## src/rtl/rr_arbiter_4.sv

```systemverilog
// Four-requester round-robin arbiter with a bounded hold time.
// Grants are registered; y/v mirror the one-hot grant as an encoded index
// plus valid flag. A holder keeps the resource until it drops its request
// or until it has held for MAX_HOLD cycles while someone else is waiting.
module rr_arbiter_4 #(
  parameter int MAX_HOLD = 8,
  parameter int CW       = 8
) (
  input  logic       clk,
  input  logic       rst_n,
  input  logic [3:0] req,
  output logic [3:0] gnt,
  output logic [1:0] y,
  output logic       v
);

  typedef enum logic {IDLE, GRANT} state_t;

  localparam logic [CW-1:0] HOLD_LAST = CW'(MAX_HOLD - 1);

  state_t        state_q, state_d;
  logic [1:0]    ptr_q, ptr_d;
  logic [CW-1:0] hold_cnt_q, hold_cnt_d;
  logic [3:0]    gnt_q, gnt_d;
  logic [1:0]    y_q, y_d;
  logic          v_q, v_d;

  logic [2:0]    pick_all;    // {found, index} over the full request vector
  logic [2:0]    pick_other;  // {found, index} with the current holder masked

  // Scan ptr+1 .. ptr+4 (mod 4) and return the first requesting index.
  function automatic logic [2:0] rr_pick(input logic [3:0] r, input logic [1:0] p);
    logic [2:0] res;
    logic [1:0] cand;
    res = 3'b000;
    for (int k = 1; k <= 4; k++) begin
      cand = p + 2'(k);
      if (!res[2] && r[cand]) begin
        res = {1'b1, cand};
      end
    end
    return res;
  endfunction

  // Candidate winners for a fresh search and for a handoff away from the holder.
  always_comb begin
    pick_all   = rr_pick(req, ptr_q);
    pick_other = rr_pick(req & ~gnt_q, ptr_q);
  end

  // Next-state logic: idle search, release handoff, forced rotation, hold.
  always_comb begin
    state_d    = state_q;
    ptr_d      = ptr_q;
    hold_cnt_d = hold_cnt_q;
    gnt_d      = gnt_q;
    y_d        = y_q;
    v_d        = v_q;
    case (state_q)
      IDLE: begin
        if (pick_all[2]) begin
          state_d    = GRANT;
          ptr_d      = pick_all[1:0];
          hold_cnt_d = '0;
          gnt_d      = 4'b0001 << pick_all[1:0];
          y_d        = pick_all[1:0];
          v_d        = 1'b1;
        end
      end
      GRANT: begin
        if (!req[y_q] || (hold_cnt_q == HOLD_LAST && pick_other[2])) begin
          // Holder released, or its hold budget ran out with others waiting.
          if (pick_other[2]) begin
            ptr_d      = pick_other[1:0];
            hold_cnt_d = '0;
            gnt_d      = 4'b0001 << pick_other[1:0];
            y_d        = pick_other[1:0];
            v_d        = 1'b1;
          end else begin
            state_d    = IDLE;
            hold_cnt_d = '0;
            gnt_d      = 4'b0000;
            y_d        = 2'b00;
            v_d        = 1'b0;
          end
        end else if (hold_cnt_q != HOLD_LAST) begin
          // Saturating count lets a lone requester hold indefinitely.
          hold_cnt_d = hold_cnt_q + CW'(1);
        end
      end
      default: begin
        state_d    = IDLE;
        hold_cnt_d = '0;
        gnt_d      = 4'b0000;
        y_d        = 2'b00;
        v_d        = 1'b0;
      end
    endcase
  end

  // State and registered outputs; asynchronous reset clears outputs at once.
  always_ff @(posedge clk or negedge rst_n) begin
    if (!rst_n) begin
      state_q    <= IDLE;
      ptr_q      <= 2'b11;
      hold_cnt_q <= '0;
      gnt_q      <= 4'b0000;
      y_q        <= 2'b00;
      v_q        <= 1'b0;
    end else begin
      state_q    <= state_d;
      ptr_q      <= ptr_d;
      hold_cnt_q <= hold_cnt_d;
      gnt_q      <= gnt_d;
      y_q        <= y_d;
      v_q        <= v_d;
    end
  end

  assign gnt = gnt_q;
  assign y   = y_q;
  assign v   = v_q;

endmodule

```

## config.mk

```make
export PLATFORM = sky130hd
export DESIGN_NAME = rr_arbiter_4
export DESIGN_NICKNAME = d
export VERILOG_FILES = /design/src/rtl/rr_arbiter_4.sv
export SDC_FILE = /design/constraint.sdc
export NUM_CORES = 1
export LEC_CHECK = 0
export CORE_MARGIN = 10
export CORE_UTILIZATION = 35
export CTS_CLUSTER_DIAMETER = 200
export DETAILED_ROUTE_END_ITERATION = 10
export GPL_TIMING_DRIVEN = 0
export PLACE_DENSITY = 0.61
export SLEW_MARGIN = 15
export SYNTH_ARGS = -nofsm -noshare
export SYNTH_HDL_FRONTEND = slang
export SYNTH_SLANG_ARGS = --single-unit
export TNS_END_PERCENT = 5
```

## constraint.sdc

```tcl
create_clock -name clk -period 2.5 [get_ports clk]
set_clock_uncertainty 0.15 [all_clocks]
set_input_delay 0.5 -clock clk [delete_from_list [all_inputs] [get_ports clk]]
set_output_delay 0.5 -clock clk [all_outputs]
set_load 0.01 [all_outputs]
```

==> results of run 1 <==
-- metal layers --
layer  GRT usage, %  wire length [um]  vias to the layer above  part of all wire, %
met5              0                 0                        -                    0
met4           5.91                71                        0                  2.4
met3           1.91               128                        5                  4.4
met2           15.5              1340                       23                   46
met1           12.7              1380                      531                   47
li1               -                 -                      547                    -
-- logic make-up (layout without fill, tap and decap cells) --
logic type | after synthesis | in the layout | synth area share [%]
AOI/OAI and AO/OA | 41 | 41 | 25.0
muxes | 5 | 5 | 5.06
adders and majority gates | 1 | 1 | 1.01
DFF | 18 | 18 | 36.6
buffers and inverters | 10 | 28 | 4.15
and+or+nand+nor | 57 | 57 | 23.3
xor gates and xnor gates | 7 | 7 | 4.95
-- area by class of cell --
class | count | area, um^2
multi-input cells | 111 | 742
repair buffers | 14 | 138
well taps | 46 | 57.6
fillers | 338 | 1910
plain buffers | 6 | 36.3
clock buffers | 4 | 36.3
inverters | 4 | 15.0
flip-flops and latches | 18 | 453
-- per-stage QoR --
step	std cells	TNS, ns	setup WS [ns]	instance area [um^2]	hold slack (ns)
finish	203	0	0.139	1480	0.388
detailed placement	197	-3.04	-0.239	1420	0.371
global placement	197	-3.08	-0.250	1420	0.350
floorplan	139	0	0.499	1240	0.0544
global route	203	0	0.000166	1480	0.429
CTS	201	0	0.0973	1450	0.399
-- worst max path at each step --
stage / start / endpoint / slack (ns) / cells past startpoint
6_report: req[2] / gnt[3]$_DFFE_PN0P_ / 0.14 / 7
5_1_grt: req[2] / y[1]$_DFFE_PN0P_ / 0.0002 / 7
4_1_cts: req[3] / gnt[3]$_DFFE_PN0P_ / 0.1 / 7
3_5_place_dp: req[3] / gnt[3]$_DFFE_PN0P_ / -0.24 / 7
3_3_place_gp: req[3] / y[1]$_DFFE_PN0P_ / -0.25 / 7
2_1_floorplan: hold_cnt_q[4]$_DFFE_PN0P_ / gnt[3]$_DFFE_PN0P_ / 0.50 / 7
-- cell usage in the layout, fill, tap and decap left out, drive strengths merged, types with 3 or more instances in the layout --
cell / instances
o221ai: 3
a21o: 4
o211ai: 3
nand3: 5
dfrtp: 16
buf: 6
a21oi: 12
o21ai: 3
nor3: 4
clkbuf: 6
clkdlybuf4s50: 11
nand2b: 7
mux2i: 4
xnor2: 5
nor2: 19
nor2b: 3
nand2: 12
inv: 4
-- flip-flops by register name (all words and copies together) (netlist names) --
register and cells:
gnt 4, hold_cnt_q 8, ptr_q 2, state_q 1
v 1, y 2
-- what timing repair did --
item	CTS	global route
setup endpoints to repair	0	5
gates resized for setup	0	4
buffers inserted	0	2
-- Yosys cell counts (2+ instances only) --
master | number | area (um^2)
nand2_1 | 11 | 41.3
nand4_1 | 2 | 12.5
xor2_1 | 2 | 17.5
nand3_1 | 5 | 25.0
nor2b_1 | 3 | 18.8
nand2b_1 | 7 | 43.8
a31oi_1 | 2 | 12.5
a21oi_1 | 11 | 55.1
o21ai_0 | 3 | 15.0
o211ai_1 | 3 | 22.5
dfstp_2 | 2 | 52.6
o221ai_1 | 3 | 26.3
clkbuf_1 | 2 | 7.51
dfrtp_1 | 16 | 400
nor2_1 | 19 | 71.3
o21a_1 | 2 | 15.0
a21o_1 | 4 | 30.0
xnor2_1 | 5 | 43.8
mux2i_1 | 4 | 40.0
nor3_1 | 3 | 15.0
inv_1 | 3 | 11.3
buf_2 | 2 | 10.0
-- power by group through the flow --
| stage | Sequential [W] | Combinational [W] | Clock [W] |
|---|---|---|---|
| 5_1_grt | 0.000509 | 0.00109 | 0.000207 |
| 2_1_floorplan | 0.000509 | 0.000657 | 0 |
| 3_5_place_dp | 0.000499 | 0.000966 | 0 |
| 6_report | 0.000491 | 0.000972 | 0.000188 |
| 3_3_place_gp | 0.000494 | 0.000960 | 0 |
| 4_1_cts | 0.000493 | 0.000974 | 0.000192 |
==> flow_summary.yaml, run 1 <==
worst_setup_path:
  rr_endpoint: "hold_cnt_q[7]$_DFFE_PN0P_"
  max_stage_delay_ns: 0.57
  path_max_fanout: 10
  startpoint_type: "primary input"
  path_class: "in2reg"
  required_ns: 2.55
  critPathTopFamily: "buffers and inverters"
  r2r_slack_ns: 0.30
  endpoint_kind: "flop"
  r2r-start: "ptr_q[0]$_DFFE_PN1P_"
  crit_arrival_ns: 2.42
  path_cells: "clkdlybuf4s50_1 > mux4_2 > and2_1 > a21oi_4 > buf_6 > o221ai_1 > o21a_1"
  reg2regPathDepth: 8
  cp_num_buf_inv: 2
  cp_slowest_cell: "clkdlybuf4s50_1"
timing:
  final_hold_viol_count: 0
  min_period_over_period_pct: 94.5
  setup_viol: 0
  min_period_ns: 2.36
  slew_violations: 0
  relSlewSlack_pct: 44.8
  max_freq_mhz: 423
  rsz0062_at_grt: "false"
  worst_slew_pin_slew_ns: 0.826
place:
  gp_congestion: 0.960
  dp_hpwl_um: 2180
  numPortBuffers: 12
run:
  maxCapViolCount: 0
layout:
  final_util_pct: 43.6
  fin_nets: 165
  synthToLayoutAreaGrowth_pct: 19.4
  diodes: 0
  drive_above_1_share_pct: 14.0
floorplan:
  fp.dieW_um: 79.5
  die-area_um2: 6310
  io_pins: 13
  num_rows: 21
  initial_utilization_pct: 36.5
  die_h_um: 79.5
  core_um2: 3390
logic_synthesis:
  yosysSeqAreaShare_pct: 36.6
  async_reset_ff_share_pct: 100
  synth_ff_type: "dfrtp_1"
  synth.avg_cell_area_um2: 8.90
  syn_area_um2: 1240
  syn_nets: 146
  synth_edf_count: 0
  synth.distinct_cells: 47
  postSynthCellCount: 139
  synth-seq-cells: 18
  yosysWarnings: 0
power_and_ir_drop:
  combPwrFrac_pct: 58.9
  switching_power_w: 0.000712
  netSwitchingFraction_pct: 43.1
  p_per_area_nw_per_um2: 1120
  power_frac_seq_pct: 29.7
  power_w: 0.00165
  p_int_w: 0.000939
  ir_drop_mv: 0.547
  p_clk_share_pct: 11.4
  leakage_nw: 0.591
global_route:
  grt_max_degree: 19
  grt_pass1_vias: 1091
  grt-ovfl-total: 0
  grt_pass1_wl_um: 5180
  antenna_found_initial: 0
  grt_use_total_pct: 10.0
route:
  drtPass1Iterations: 4
  drc_errors: 0
  first_iter_violations: 81
  wl_per_cell_um: 14.4
  vias_per_cell: 5.45
  wl_um: 2920
  drtAntennaViolNets: 0
  vias: 1106
hold_path:
  min_path_cells: 1
  hold_end: "gnt[1]$_DFFE_PN0P_"
  min_path_type: "reg2reg"
  hp-start: "gnt[1]$_DFFE_PN0P_"
clock_network:
  path_clk_slew_ns: 0.10
  cts_hold_buf: 0
  clk_latency_ns: 0.31
  clockBufferDepth: 2
  cts_tree: "built"
  cts-htree-levels: 1
  cts.sinks: 18
  cts_made_buffers: 3
  clock-root-buffer: "clkbuf_4"
outcome:
  status: "finished, final reports clean"
No activity file was read; power rests on OpenSTA's default activity.
==> inputs of run 2 (changes only) <==
- SLEW_MARGIN: 15 -> 20
==> results of run 2 <==
Final layout, timing and power as in run 1 (identical DEF).
